$ cat config.mk
export PLATFORM = sky130hd
export DESIGN_NAME = adder_result_buffer_flat
export DESIGN_NICKNAME = d
export VERILOG_FILES = /design/src/rtl/adder_pkg.sv /design/src/rtl/adder_result_buffer_if.sv /design/src/rtl/result_fifo.sv /design/src/rtl/adder_result_buffer.sv /design/src/flat_wrapper.sv
export SDC_FILE = /design/constraint.sdc
export NUM_CORES = 1
export LEC_CHECK = 0
export CORE_MARGIN = 10
export CORE_UTILIZATION = 35
export CTS_CLUSTER_SIZE = 40
export DETAILED_ROUTE_END_ITERATION = 10
export SYNTH_ARGS = -nofsm -noshare
export SYNTH_HDL_FRONTEND = slang
export SYNTH_SLANG_ARGS = --single-unit
$ cat constraint.sdc
create_clock -name clk -period 2.7 [get_ports clk]
set_input_delay 0.675 -clock clk [delete_from_list [all_inputs] [get_ports clk]]
set_output_delay 0.675 -clock clk [all_outputs]
set_load 0.005 [all_outputs]
$ cat src/rtl/adder_pkg.sv
// ---------------------------------------------------------------------------
// adder_pkg
//   Types and constants shared by the 6-bit prefix adder and its downstream
//   result buffer.
//   ADD_WIDTH    : sum width produced by the adder (s0..s5)
//   add_result_t : one adder result, {carry-out, sum}
// ---------------------------------------------------------------------------
package adder_pkg;

   localparam int ADD_WIDTH = 6;

   typedef struct packed {
      logic                 carry;
      logic [ADD_WIDTH-1:0] sum;
   } add_result_t;

endpackage : adder_pkg

$ cat src/rtl/adder_result_buffer_if.sv
// ---------------------------------------------------------------------------
// adder_result_buffer_if
//   Valid/ready handshake bundle around the adder result buffer.
//   Upstream side   : in_valid, in_ready, in_sum, in_carry
//   Downstream side : out_valid, out_ready, out_sum, out_carry
//   Modports:
//     slave  - the buffer's view (takes in_*, drives out_* and in_ready)
//     master - the surrounding environment's view (the opposite directions)
// ---------------------------------------------------------------------------
import adder_pkg::*;

interface adder_result_buffer_if #(
   parameter int WIDTH = ADD_WIDTH
);

   logic             in_valid;
   logic             in_ready;
   logic [WIDTH-1:0] in_sum;
   logic             in_carry;
   logic             out_valid;
   logic             out_ready;
   logic [WIDTH-1:0] out_sum;
   logic             out_carry;

   modport slave (
      input  in_valid, in_sum, in_carry, out_ready,
      output in_ready, out_valid, out_sum, out_carry
   );

   modport master (
      output in_valid, in_sum, in_carry, out_ready,
      input  in_ready, out_valid, out_sum, out_carry
   );

endinterface : adder_result_buffer_if

$ cat src/rtl/result_fifo.sv
// ---------------------------------------------------------------------------
// result_fifo
//   Generic DEPTH-entry FIFO of add_result_t with registered pointers and
//   occupancy. Storage is cleared on reset so the read port shows zero.
//   Ports:
//     clk, rst  : clock, synchronous active-high reset
//     push      : write wrData (ignored while full)
//     pop       : retire head entry (ignored while empty)
//     wrData    : entry to store
//     rdData    : head entry, zero while empty
//     full      : occupancy == DEPTH
//     empty     : occupancy == 0
// ---------------------------------------------------------------------------
import adder_pkg::*;

module result_fifo #(
   parameter int DEPTH = 2
) (
   input  logic        clk,
   input  logic        rst,
   input  logic        push,
   input  logic        pop,
   input  add_result_t wrData,
   output add_result_t rdData,
   output logic        full,
   output logic        empty
);

   localparam int PTR_W = (DEPTH > 1) ? $clog2(DEPTH) : 1;
   localparam int OCC_W = PTR_W + 1;

   add_result_t      r_mem [DEPTH];
   logic [PTR_W-1:0] r_wrPtr;
   logic [PTR_W-1:0] r_rdPtr;
   logic [OCC_W-1:0] r_occ;

   logic w_doPush;
   logic w_doPop;

   assign full     = (r_occ == OCC_W'(DEPTH));
   assign empty    = (r_occ == '0);
   assign w_doPush = push & ~full;
   assign w_doPop  = pop & ~empty;

   // Head is read straight from storage; gating with empty keeps old
   // entries from ever showing up on the read port.
   assign rdData = empty ? '0 : r_mem[r_rdPtr];

   // Pointers wrap naturally because DEPTH is a power of two; a push and
   // pop in the same cycle moves both pointers and leaves occupancy alone.
   always_ff @(posedge clk) begin
      if (rst) begin
         r_wrPtr <= '0;
         r_rdPtr <= '0;
         r_occ   <= '0;
         for (int i = 0; i < DEPTH; i++) begin
            r_mem[i] <= '0;
         end
      end else begin
         if (w_doPush) begin
            r_mem[r_wrPtr] <= wrData;
            r_wrPtr        <= r_wrPtr + PTR_W'(1);
         end
         if (w_doPop) begin
            r_rdPtr <= r_rdPtr + PTR_W'(1);
         end
         case ({w_doPush, w_doPop})
            2'b10:   r_occ <= r_occ + OCC_W'(1);
            2'b01:   r_occ <= r_occ - OCC_W'(1);
            default: r_occ <= r_occ;
         endcase
      end
   end

endmodule : result_fifo

$ cat src/rtl/adder_result_buffer.sv
// ---------------------------------------------------------------------------
// adder_result_buffer
//   Captures {carry, sum} results from the prefix adder under valid/ready flow
//   control, buffering them in result_fifo so a stalled consumer never drops
//   data, and keeps a saturating count of accepted carry-out events.
//   Build option: define SAT_CLAMP_EN to store carry results with the sum
//   clamped to all ones; otherwise the wrapped sum is stored as-is.
//   Ports:
//     clk, rst   : clock, synchronous active-high reset
//     bus        : handshake bundle (slave modport), in_* / out_*
//     ovf_clr    : synchronous clear of ovf_count
//     ovf_count  : saturating count of accepted results with carry set
//     full/empty : FIFO status
// ---------------------------------------------------------------------------
import adder_pkg::*;

module adder_result_buffer #(
   parameter int WIDTH = ADD_WIDTH,
   parameter int DEPTH = 2,
   parameter int CNT_W = 8
) (
   input  logic                   clk,
   input  logic                   rst,
   adder_result_buffer_if.slave   bus,
   input  logic                   ovf_clr,
   output logic [CNT_W-1:0]       ovf_count,
   output logic                   full,
   output logic                   empty
);

   logic        w_push;
   logic        w_pop;
   logic        w_carryPush;
   add_result_t w_wrData;
   add_result_t w_rdData;
   logic [CNT_W-1:0] r_ovfCount;

   // Ready depends only on registered occupancy, so a pop in the same cycle
   // cannot open a slot for a push while full.
   assign bus.in_ready  = ~full;
   assign bus.out_valid = ~empty;
   assign w_push        = bus.in_valid & ~full;
   assign w_pop         = ~empty & bus.out_ready;
   assign w_carryPush   = w_push & bus.in_carry;

   // Entry formation: in the clamped build a carry result saturates the sum.
   always_comb begin
      w_wrData.carry = bus.in_carry;
`ifdef SAT_CLAMP_EN
      w_wrData.sum   = bus.in_carry ? {WIDTH{1'b1}} : bus.in_sum;
`else
      w_wrData.sum   = bus.in_sum[WIDTH-1:0];
`endif
   end

   result_fifo #(
      .DEPTH (DEPTH)
   ) u_fifo (
      .clk    (clk),
      .rst    (rst),
      .push   (w_push),
      .pop    (w_pop),
      .wrData (w_wrData),
      .rdData (w_rdData),
      .full   (full),
      .empty  (empty)
   );

   assign bus.out_sum   = w_rdData.sum;
   assign bus.out_carry = w_rdData.carry;

   // Overflow event counter: a clear restarts from zero but still counts a
   // carry push landing on the same edge; otherwise it sticks at all ones.
   always_ff @(posedge clk) begin
      if (rst) begin
         r_ovfCount <= '0;
      end else if (ovf_clr) begin
         r_ovfCount <= CNT_W'(w_carryPush);
      end else if (w_carryPush && (r_ovfCount != '1)) begin
         r_ovfCount <= r_ovfCount + CNT_W'(1);
      end
   end

   assign ovf_count = r_ovfCount;

endmodule : adder_result_buffer
$ cat src/flat_wrapper.sv
// flat-port wrapper written by rule: the top's interface ports become plain ports
module adder_result_buffer_flat 
#(
   parameter int WIDTH = ADD_WIDTH,
   parameter int DEPTH = 2,
   parameter int CNT_W = 8
)
  (clk, rst, ovf_clr, ovf_count, full, empty, bus_in_valid, bus_in_sum, bus_in_carry, bus_out_ready, bus_in_ready, bus_out_valid, bus_out_sum, bus_out_carry);
  adder_result_buffer_if #(.WIDTH(WIDTH)) bus_i ();
  input  logic clk;
  input  logic rst;
  input  logic ovf_clr;
  output logic [CNT_W-1:0] ovf_count;
  output logic full;
  output logic empty;
  input wire logic [$bits(bus_i.in_valid)-1:0] bus_in_valid;
  input wire logic [$bits(bus_i.in_sum)-1:0] bus_in_sum;
  input wire logic [$bits(bus_i.in_carry)-1:0] bus_in_carry;
  input wire logic [$bits(bus_i.out_ready)-1:0] bus_out_ready;
  output wire logic [$bits(bus_i.in_ready)-1:0] bus_in_ready;
  output wire logic [$bits(bus_i.out_valid)-1:0] bus_out_valid;
  output wire logic [$bits(bus_i.out_sum)-1:0] bus_out_sum;
  output wire logic [$bits(bus_i.out_carry)-1:0] bus_out_carry;
  assign bus_i.in_valid = bus_in_valid;
  assign bus_i.in_sum = bus_in_sum;
  assign bus_i.in_carry = bus_in_carry;
  assign bus_i.out_ready = bus_out_ready;
  assign bus_in_ready = bus_i.in_ready;
  assign bus_out_valid = bus_i.out_valid;
  assign bus_out_sum = bus_i.out_sum;
  assign bus_out_carry = bus_i.out_carry;
  adder_result_buffer #(.WIDTH(WIDTH), .DEPTH(DEPTH), .CNT_W(CNT_W)) u_core (.clk(clk), .rst(rst), .bus(bus_i), .ovf_clr(ovf_clr), .ovf_count(ovf_count), .full(full), .empty(empty));
endmodule
# After elaboration in Yosys (flattened, before gate mapping)
# Memory sizes are Yosys's and may differ from the RTL's. A register that Yosys moved wholly into a read port is not among the register bits.
# Index checks and enable logic that the tools add are counted.
[word_totals] mem_count=1 latchBits=0 output_inout_bits=19 ram_bits=14 ff_bits=12 romBits=0 wordCells=42
[classes] n_bitwise=7 mul=0 n_eq_ne=4 div_mod_pow=0 n_addsub=5 n_lt_le_gt_ge=0 n_shift=0 n_reduce_logical=6 mux=14
[memory_table] memory="u_core.u_fifo.r_mem" words=2 word_bits=7 rd=1 rd_clocked_by_memory_dff=1 write_ports=2 line="result_fifo.sv:32" source="add_result_t r_mem [DEPTH];"
[op_table] operator="7-bit 2-to-1 mux" n=2
[op_table] operator="1-bit 2-to-1 mux" n=11
[op_table] operator="8-bit by 1-bit adder with 8-bit output (second input constant)" n=1
[op_table] operator="8-bit != test (second input constant)" n=1
[op_table] operator="7-bit OR reduction" n=1
[op_table] operator="1-bit bitwise AND" n=5
[op_table] operator="2-bit equality test (second input constant)" n=2
[op_table] operator="2-bit one-hot mux with 2 select lines" n=1
[op_table] operator="2-bit nonzero test" n=2
[op_table] operator="1-bit adder (second input constant)" n=2
[op_table] operator="2-bit by 1-bit adder with 2-bit output (second input constant)" n=1
[op_table] operator="2-bit by 1-bit equality test with 1-bit output (second input constant)" n=1
[op_table] operator="2-bit zero test" n=1
[op_table] operator="1-bit inverter" n=2
[op_table] operator="2-bit OR reduction" n=1
[op_table] operator="2-bit by 1-bit subtractor with 2-bit output (second input constant)" n=1
[op_table] operator="1-bit logical AND" n=1

# Depth between registers and ports, before layout
# Gate-level depths: netlist (run 1).
[depth] ltp_word=9 depth_mapped=6 mapped_depth_nobuf=6

# Hierarchy
# Synthesis (run 1) repeated with hierarchy kept, for this count alone.
[unflattened] hier_cells=137 area_unflattened_um2=1407.6
[by_module_without_submodules] mod="result_fifo" cells_each=80 area_per_inst_um2=857.1 seq_area_each_um2=520.5 instances=1
[by_module_without_submodules] mod="adder_result_buffer" cells_each=57 area_per_inst_um2=550.5 seq_area_each_um2=160.2 instances=1

# Least setup slack after synthesis (run 1)
# No wires, ideal clock.
[synth_path] kind="reg2reg" start="reg u_core.u_fifo.r_occ[0]" end="reg u_core.u_fifo.r_occ[1]" path_slack_ps=962 setup_ps=70 period_less_slack_ps=1738 t_arrival_ps=1668 stages_incl_launch_ff=6 cell_sequence="dfxtp_1 > nor2_1 > nor2b_1 > ha_1 > or3_1 > a21oi_1"
[synth_between] elab_chain_len=6 elab_cells_between_ends=14 classes_between="2 x add/sub; 3 x eq/ne; 1 x mux; 6 x bitwise; 2 x reduce/logical"
[synth_lines] item="start: declaration" line="result_fifo.sv:35" source="logic [OCC_W-1:0] r_occ;"
[synth_lines] item="start signal: assignment" line="result_fifo.sv:68" source="2'b10: r_occ <= r_occ + OCC_W'(1);"
[synth_lines] item="start signal: assignment" line="result_fifo.sv:69" source="2'b01: r_occ <= r_occ - OCC_W'(1);"
[synth_lines] item="start signal: assignment" line="result_fifo.sv:70" source="default: r_occ <= r_occ;"
[synth_lines] item="2-bit zero test (*)" line="result_fifo.sv:41" source="assign empty = (r_occ == '0);"
[synth_lines] item="named net empty" line="flat_wrapper.sv:15" source="output logic empty;"
[synth_lines] item="1-bit inverter (*)" line="result_fifo.sv:43, adder_result_buffer.sv:43"
[synth_lines] item="1-bit bitwise AND" line="adder_result_buffer.sv:43" source="assign w_pop = ~empty & bus.out_ready;"
[synth_lines] item="1-bit bitwise AND (*)" line="result_fifo.sv:43" source="assign w_doPop = pop & ~empty;"
[synth_lines] item="named net u_core.u_fifo.w_doPop" line="result_fifo.sv:38" source="logic w_doPop;"
[synth_lines] item="2-bit by 1-bit equality test with 1-bit output or 2-bit equality test (tied branches)" line="result_fifo.sv:67" source="case ({w_doPush, w_doPop})"
[synth_lines] item="2-bit one-hot mux with 2 select lines or 2-bit nonzero test (tied branches)"
# Mark *: on every way through the listed nets, which the timed path passes. The rest lies on a longest branch.
# A chain may end at the register's enable or synchronous reset.

==> results.txt, run 1 <==
The run finished with clean final reports. Power density normalized to cell area: 705 mW/mm^2. The post-synthesis net count is 135, and the layout cell share with drive strength beyond 1 is 0.0897. The worst-case headroom to the max-slew limit came out at 0.713.

The logs give 0 for the number of hold-slack violations in the final timing report and 0.00167 mm^2 for the finished layout cell area. The count of standard-cell rows was 21. The run gives 3 as the number of clock buffers inserted by TritonCTS. Once detail routing completed, the nets flagged for antenna violations numbered 0. The sum of negative setup slack is 0 ns. The worst register-to-register path ends at u_core.u_fifo.r_occ[1]$_SDFFE_PP0P_. Number of antenna violations at the first check in global routing: 0.

Counting the fill cells in the layout gives 331. At the end of the flow, the number of nets in the layout was 171. The tools report the type of element launching the critical path as a flip-flop. Setup repair after global routing left no endpoint under its margin. The synthesized area per cell works out to 10.5 um^2.

Counting every sink on the clock net gives 27. The count of cell types in the netlist was 31. The die covers 0.00643 mm^2. The first global-routing pass estimated 4.78 mm of wire. The die is 80.2 um wide.

The startpoint-to-endpoint class of the critical path is flip-flop to primary output. For the flop-to-flop setup slack, the log shows 0.96 ns. After clock tree synthesis, the clock-pin slew on the worst setup and hold paths is 0.16 ns.

Based on the critical path, the design can be clocked at up to 0.415 GHz. In the synthesized netlist, the number of instances is 121. For the share of the yosys chip area belonging to registers, the log shows 0.537.

For the data required time at the worst endpoint, the log shows 2.03 ns. TritonCTS built the clock tree. For the count of hold-fix buffers inserted at cts, the log shows 0. The run gives 0.715 as the final weighted congestion of routability-driven global placement. The number of register bits inferred by synthesis was 27. The tools report the initial cell density of the core as 0.371. The total overflow left after global routing is 0.

Port buffering added 30 buffers. The reg-to-reg startpoint was u_core.u_fifo.r_occ[0]$_SDFFE_PP0P_. Along the worst path, the maximum fanout reaches 7. For the arrival time at the worst endpoint, the log shows 1.74 ns. The setup violation total in the final timing report is 0. In this run the static leakage power is 0.593 nW.

The worst voltage drop across the vdd grid came out at 0.265 mV. The routed design has 2.83 mm of wire. The capturing element of the worst setup path is bus_out_carry.

The run gives 51 as the starting DRC count in detailed routing. The via count of the first global-routing pass is 1,010. Once placement finished, the instance area stood at 0.00164 mm^2.

The I/O pin count is 31, and the HPWL after detailed placement is 2.04 mm. The total routing resource utilization after global routing is 0.0922. Before antenna repair, the detailed router went through 4 iterations. Entering global routing, the biggest net connects 17 pins. In this run the post-CTS setup repair buffer count came out at 0.

The part of the cycle the worst path needs came out at 0.893. The depth of the most critical reg-to-reg path was 6; the minimum setup slack after placement was 0.446 ns. Post-CTS repair changed the size of 0 cells.

The H-tree depth reported by CTS was 1. Across the routed clock network, the largest skew measured is 0.00547 ns. Area added between synthesis and finish: 31.8%. The clock passes through at most 2 buffers. Actual slew at the worst max-slew pin: 0.430 ns. Clock root buffer: clkbuf_4. The via density per instance was 4.75; the antenna cell count was 0. Setup slack closes at 0.289 ns. Subtracting the final worst setup slack from the clock period gives 2.41 ns. The via count is 959.

At the later pin of the worst-skew pair, clock insertion delay measures 0.32 ns. The worst min-delay path category is flip-flop to flip-flop. The Yosys step of the flow raised 0 warnings. The region available for standard cell placement spans 0.00342 mm^2. The tools report the total DRC errors in the routed layout as 0.

In the final routed layout, each cell accounts on average for 14.0 um. The die is 80.2 um tall. STA classifies the critical path endpoint as a primary output. The post-synthesis instance area is 0.00127 mm^2, and the final count of pins violating max slew is 0. For the total of max-cap violations, the log shows 0.
## worst max-delay path: stages (launching register included)
cell and delay (ns):
dfxtp_1 0.62, mux2i_1 0.13, nor2_1 0.14, clkdlybuf4s50_1 0.52
## cells in the final DEF, fill, tap and decap left out, types with 2 or more instances in the layout
cell type,n
a21oi_1,7
and2_1,14
buf_4,5
clkbuf_4,3
clkdlybuf4s50_1,30
dfxtp_1,13
edfxtp_1,14
ha_1,2
inv_1,2
mux2i_1,9
nand2_1,5
nand3_1,4
nor2_1,15
nor3_1,3
o21ai_0,5
or2_2,2
or3_1,5
xnor2_1,2
xor2_1,2
## kinds of logic (layout without fill, tap and decap cells)
group	count (synthesis)	in the layout	share of synthesized area
compound gates	16	16	0.0819
mux	9	9	0.0711
simple gates	56	56	0.236
xor+xnor	4	4	0.0276
buf+inv	7	42	0.0267
fa+ha+maj	2	2	0.0197
flops	27	27	0.537
## layer usage
| layer | routed length, um | vias up | GRT usage |
|---|---|---|---|
| met5 | 0 | - | 0 |
| met4 | 14 | 0 | 0.0282 |
| met3 | 271 | 2 | 0.0434 |
| met2 | 1330 | 24 | 0.156 |
| met1 | 1210 | 442 | 0.0999 |
| li1 | - | 491 | - |
## how the worst min path moves through the flow
stage | from | depth (start not counted) | slack, ns | endpoint
6_report | u_core.u_fifo.r_occ[1]$_SDFFE_PP0P_ | 2 | 0.52 | u_core.u_fifo.r_occ[1]$_SDFFE_PP0P_
5_1_grt | u_core.ovf_count[7]$_SDFFE_PP0P_ | 2 | 0.56 | u_core.ovf_count[7]$_SDFFE_PP0P_
4_1_cts | u_core.u_fifo.r_occ[1]$_SDFFE_PP0P_ | 2 | 0.52 | u_core.u_fifo.r_occ[1]$_SDFFE_PP0P_
3_5_place_dp | u_core.u_fifo.r_occ[1]$_SDFFE_PP0P_ | 2 | 0.50 | u_core.u_fifo.r_occ[1]$_SDFFE_PP0P_
3_3_place_gp | u_core.u_fifo.r_occ[1]$_SDFFE_PP0P_ | 2 | 0.48 | u_core.u_fifo.r_occ[1]$_SDFFE_PP0P_
2_1_floorplan | u_core.u_fifo.r_occ[1]$_SDFFE_PP0P_ | 2 | 0.47 | u_core.u_fifo.r_occ[1]$_SDFFE_PP0P_
## stage by stage
step	utilization	std cells	power (mW)	hold WS, ns
2_1_floorplan	-	121	0.784	0.467
3_5_place_dp	0.480	198	1.01	0.497
4_1_cts	0.489	202	1.19	0.520
6_report	0.489	202	1.18	0.520
3_3_place_gp	0.480	198	1.00	0.482
5_1_grt	0.489	202	1.26	0.556
## cells in the mapped netlist
cell type	number	area [um^2]
xnor2_1	2	17.5
o21bai_1	1	7.51
or2b_4	1	11.3
nor2b_1	1	6.26
and2_1	14	87.6
or4_1	1	7.51
nand3b_1	1	7.51
o31ai_1	1	7.51
and3_1	1	6.26
nand4_1	1	6.26
or2_1	1	6.26
dfxtp_1	13	260
o21a_1	1	7.51
mux2i_1	9	90.1
ha_1	2	25.0
inv_1	2	7.51
o211ai_4	1	21.3
nand2b_1	1	6.26
o21ai_0	5	25.0
or3_1	5	31.3
buf_6	1	11.3
inv_2	1	3.75
nand2_1	5	18.8
clkbuf_1	3	11.3
xor2_1	2	17.5
or2_2	2	12.5
a21oi_1	7	35.0
nand3_1	4	20.0
nor3_1	3	15.0
nor2_1	15	56.3
edfxtp_1	14	420
## report_power, final
part	internal, mW	switching [mW]
Sequential	0.502	0.0541
Clock	0.0566	0.126
Combinational	0.250	0.189
Total	0.809	0.369
## layout make-up
class / instances / area (um^2) / area share
clock inverter: 1 / 7.51 / 0.00449
timing repair buffer: 35 / 338 / 0.202
clock buffer: 3 / 22.5 / 0.0135
inverter: 3 / 11.3 / 0.00674
sequential: 27 / 681 / 0.407
tap: 46 / 57.6 / 0.0345
multi-input combinational: 87 / 553 / 0.331
## sequential cells by signal (all words and copies together) (netlist names), named ones only
name,flops
u_core.u_fifo.r_occ,2
u_core.u_fifo.r_rdPtr,1
u_core.ovf_count,8
u_core.u_fifo.r_mem,14
u_core.u_fifo.r_wrPtr,1
(Power assumes the default switching activity.)
==> run 2: changes to the inputs <==
- CAP_MARGIN: unset -> 20
==> results of run 2 <==
No change in the layout: final DEF, timing and power equal those of run 1.
==> RTL edit 1, RTL diff (config.mk and constraints of run 1) <==
`DEPTH` is set to 2 in 3 places; all go to 8.
--- a/src/rtl/result_fifo.sv
+++ b/src/rtl/result_fifo.sv
@@ -16,3 +16,3 @@
 module result_fifo #(
-   parameter int DEPTH = 2
+   parameter int DEPTH = 8
 ) (
--- a/src/rtl/adder_result_buffer.sv
+++ b/src/rtl/adder_result_buffer.sv
@@ -18,3 +18,3 @@
    parameter int WIDTH = ADD_WIDTH,
-   parameter int DEPTH = 2,
+   parameter int DEPTH = 8,
    parameter int CNT_W = 8
--- a/src/flat_wrapper.sv
+++ b/src/flat_wrapper.sv
@@ -4,3 +4,3 @@
    parameter int WIDTH = ADD_WIDTH,
-   parameter int DEPTH = 2,
+   parameter int DEPTH = 8,
    parameter int CNT_W = 8
Check against the original RTL: not equivalent (Yosys sat finds a counterexample within 4 cycles, from zero or initial values and one cycle with rst high).
==> RTL edit 1 against run 1 <==
  * Routed wire length rose to 2.9 times the old value
  * Clock power grew to 5.0 times the old value
  * Sequential cell count rose by 50
  * Worst hold slack worse by 0.0046 ns
  * Register-to-register slack worse by 0.72 ns
  * Worst setup slack got worse by 0.21 ns
  * Total power rose to 2.8 times the old value
  * Sequential power rose to 2.6 times the old value
  * Design area grew to 2.7 times the old value
  * Synthesized cell count is 140% higher
  * Count of clock-buffer cells in the layout rose by 6
  * Area after synthesis rose to 2.9 times the old value
  * Combinational power is 120% higher
==> RTL edit 1: results <==
[logic_synthesis]
synth_common_cells = and2_1, edfxtp_1, nor2_1
syn_inst = 288
synth_cell_types = 44
ys_seq_area_share_pct = 57.3
synth_nets = 306
synth-edff-count = 56
synthTopCellsByArea = edfxtp_1, dfxtp_1, and2_1

[grt]
grt_util_met1_pct = 14.2
grt_pass1_wl_um = 13200
grtUsageTotal_pct = 11.5
grt_antenna_before_repair = 0
use_met3_pct = 4.27
grt_max_degree = 19
globalRouteMet2Util_pct = 18.9
grt_pass1_vias = 2477

[placed_design]
dp_slack_ns = 0.0899
dp_hpwl_um = 5550
dpl_cell_area_mm2 = 0.00422
gp_congestion = 0.832
placed_cells = 458

[routing]
dr_wl_met3_um = 497
wl_met2_um = 3980
wl_met1_um = 3630
vias = 2361
drtIter0Drc = 112
totalWireLength_um = 8180

[worst_setup_path]
critical-path-slowest-cell = or4b_4
crit_family = buffers and inverters
r2r_end = u_core.u_fifo.r_occ[3]
crit_fanout = 10
arrival_ns = 1.95
slowest_delay_ns = 0.57
r2r_cells = 8
crit_path_end = bus_in_ready
r2r_slack_ns = 0.24

[clocking]
cts_root_buffer = clkbuf_8
cts.clk_slew.worst_paths_ns = 0.09
cts_buffers = 9
insertion_delay_ns = 0.35
htree_levels = 3

[pwr]
leakage_nw = 1.65
peakVddDrop_v = 0.000652

[final_layout]
largest_reg_flops = 56
n_fill_cell = 964
fin_nets = 354
drive_gt1_share_pct = 18.2

[min_path]
hp-start = u_core.u_fifo.r_occ[3]
hold_depth = 2
holdPathEnd = u_core.u_fifo.r_occ[3]

[sta]
fin_crit_sh_pct = 97.2
tightestPinTransition_ns = 0.858
finalClockSkew_ns = 0.0149
whs_ns = 0.516

[status]
status = finished clean
==> RTL edit 1: cell types whose count changed in the layout (fill, tap and decap cells not counted), sizes merged, moves of 8 or more <==
cell	before	now
dfxtp	13	21
nor2	15	24
and2	14	57
buf	5	22
edfxtp	14	56
mux4	0	14
==> RTL edit 1: kinds of logic (layout without fill, tap and decap cells) <==
kind of cell	after synthesis	count (layout)	share of synthesized area, %
buffers and inverters	19	72	2.42
adder cells (fa/ha/maj)	6	6	2.05
XOR/XNOR	7	7	1.67
flip-flops	77	77	57.3
AO/OA/AOI/OAI	30	30	5.70
multiplexers	23	23	11.1
AND/OR/NAND/NOR	126	126	19.8
==> RTL edit 1: what timing repair did <==
action / in CTS / in global routing
hold buffers: 0 / 0
pin swaps: 1 / 0
endpoints found under the setup margin: 9 / 8
resized for setup: 13 / 10
cloned: 1 / 0
setup buffers: 2 / 0
==> RTL edit 1: layout make-up <==
| class | count | area, µm² | share of cell area, % |
|---|---|---|---|
| Sequential cell | 77 | 2110 | 47.0 |
| Multi-Input combinational cell | 192 | 1480 | 33.0 |
| Timing Repair Buffer | 52 | 503 | 11.2 |
| Tap cell | 136 | 170 | 3.79 |
| Clock buffer | 9 | 124 | 2.76 |
| Clock inverter | 7 | 81.3 | 1.81 |
| Inverter | 4 | 17.5 | 0.390 |
==> RTL edit 1: power by group <==
group	switching, mW	internal [mW]	total, mW
registers	0.0879	1.38	1.47
clock network	0.466	0.439	0.905
logic	0.444	0.525	0.969
==> RTL edit 1: worst min-delay path, stage by stage, from the launching register on <==
cell	delay, ns
dfxtp_1	0.34
nand4b_1	0.10
nand2_1	0.04
==> RTL edit 2, RTL diff (flow settings as in run 1) <==
Made on the original files. Make the reset (`rst`) asynchronous in 2 clocked blocks. Comments in the files are not updated.
--- a/src/rtl/result_fifo.sv
+++ b/src/rtl/result_fifo.sv
@@ -50,3 +50,3 @@
    // pop in the same cycle moves both pointers and leaves occupancy alone.
-   always_ff @(posedge clk) begin
+   always_ff @(posedge clk or posedge rst) begin
       if (rst) begin
--- a/src/rtl/adder_result_buffer.sv
+++ b/src/rtl/adder_result_buffer.sv
@@ -73,3 +73,3 @@
    // carry push landing on the same edge; otherwise it sticks at all ones.
-   always_ff @(posedge clk) begin
+   always_ff @(posedge clk or posedge rst) begin
       if (rst) begin
Formal check against the unedited RTL: differs if rst is asserted again (counterexample within 4 cycles, from zero or initial values and one cycle with rst high); with rst held inactive, the same outputs for 10 cycles.
==> RTL edit 2 against run 1 <==
  * Routed wire length up 0.50%
  * Sequential power up 18%
  * Worst setup slack better by 0.012 ns
  * Area after synthesis down 0.30%
  * Clock skew up 0.0054 ns
  * First-iteration DRC count up 16%
  * Total power up 32%
  * Sequential cell count down 1
  * Non-clock buffer count down 3
  * Design area down 1.4%
  * Critical path depth unchanged
  * Synthesized cell count down 8.3%
  * Critical path type unchanged
  * Critical endpoint unchanged
  * Largest cell class unchanged
==> RTL edit 2: results <==
[clocking]
insertion_delay_ns = 0.32
cts_buffers = 3
ctsLongestPathBuffers = 2
cts.clk_slew.worst_paths_ns = 0.14
post_cts_buffers = 0
cts-resized-gates = 0
cts_tree = built

[placed_design]
dp_hpwl_um = 2120
io_buffers = 30
gp_congestion = 0.813

[worst_setup_path]
arrival_ns = 1.72
crit_family = flip-flops
crit_fanout = 8
path_class = reg2out
r2r_cells = 4
critical-path-slowest-cell = dfrtp_1
r2r_slack_ns = 0.99
slowest_delay_ns = 0.65
r2r_end = u_core.ovf_count[5]
r2r_start = u_core.u_fifo.r_occ[1]

[final_layout]
drive_gt1_share_pct = 16.1
fin_nets = 159
regMostFlops = u_core.u_fifo.r_mem

[status]
status = finished clean

[logic_synthesis]
synth_cell_types = 28
synthTopCellsByArea = dfrtp_1, mux2_2, mux2i_1
synth_compound_area_share_pct = 6.44
synth_xor_area_share_pct = 3.47
synth_nets = 125
muxShareOfSynthArea_pct = 19.7
ys.flop_type = dfrtp_1
yosysWarnings = 0
yosys.area_share.adder_pct = 1.98
synth_common_cells = dfrtp_1, mux2_2, nor2_1
ys_seq_area_share_pct = 51.5
async_flop_share_pct = 100

[grt]
globalRouteMet2Util_pct = 15.0
grtUsageTotal_pct = 9.62
grt_antenna_before_repair = 0
grt_max_degree = 27
grt_util_met1_pct = 11.8
use_met3_pct = 3.90
grt_pass1_vias = 1030
grt_pass1_wl_um = 5010

[min_path]
min_path_type = reg2reg

[routing]
drc = 0
drtIter0Drc = 59
vias_per_cell = 5.11
drt_first_pass_iters = 4
wl_per_cell_um = 15.0

[sta]
finalClockSkew_ns = 0.0109
slew-limit-headroom_pct = 63.8

[pwr]
peakVddDrop_v = 0.000249
leakage_nw = 0.678
## RTL edit 2: worst min-delay path by stage
stage | from | end | slack, ns | cells after the start
5_1_grt | u_core.u_fifo.r_mem[1] | u_core.u_fifo.r_mem[1] | 0.54 | 1
2_1_floorplan | u_core.u_fifo.r_occ[1] | u_core.u_fifo.r_occ[1] | 0.46 | 1
4_1_cts | u_core.u_fifo.r_occ[1] | u_core.u_fifo.r_occ[1] | 0.51 | 1
3_3_place_gp | u_core.u_fifo.r_occ[1] | u_core.u_fifo.r_occ[1] | 0.47 | 1
6_report | u_core.u_fifo.r_occ[1] | u_core.u_fifo.r_occ[1] | 0.50 | 1
3_5_place_dp | u_core.u_fifo.r_occ[1] | u_core.u_fifo.r_occ[1] | 0.48 | 1
## RTL edit 2: per-layer routing
layer,wire [µm],share of wire (%),vias up
li1,-,-,461
met1,1210,43,468
met2,1300,46,33
met3,309,11,4
met4,28,0.99,0
met5,0,0,-
## RTL edit 2: cells by family (layout without fill, tap and decap cells)
family | after synthesis | in the layout
mux | 23 | 23
compound gates | 12 | 12
xor+xnor | 5 | 5
flops | 26 | 26
simple gates | 35 | 35
buf+inv | 8 | 40
fa+ha+maj | 2 | 2
## RTL edit 2: area by class of cell
| class | count | area, µm² |
|---|---|---|
| Sequential cell | 26 | 651 |
| Inverter | 5 | 18.8 |
| Multi-Input combinational cell | 77 | 582 |
| Clock buffer | 3 | 22.5 |
| Tap cell | 46 | 57.6 |
| Timing Repair Buffer | 32 | 315 |
| Fill cell | 339 | 1770 |
## RTL edit 2: through the flow
step	util [%]	cell area (µm²)	cells	power, mW	worst slack [ns]
2_1_floorplan	-	1260	111	1.05	1.08
3_3_place_gp	47.5	1620	186	1.40	0.429
3_5_place_dp	47.5	1620	186	1.43	0.369
4_1_cts	48.2	1650	189	1.59	0.266
5_1_grt	48.2	1650	189	1.70	0.150
6_report	48.2	1650	189	1.56	0.301
## RTL edit 2: power breakdown
group	leakage (nW)	switching (mW)	internal (mW)
Clock	0.0138	0.107	0.0522
Combinational	0.343	0.276	0.470
Sequential	0.322	0.117	0.537
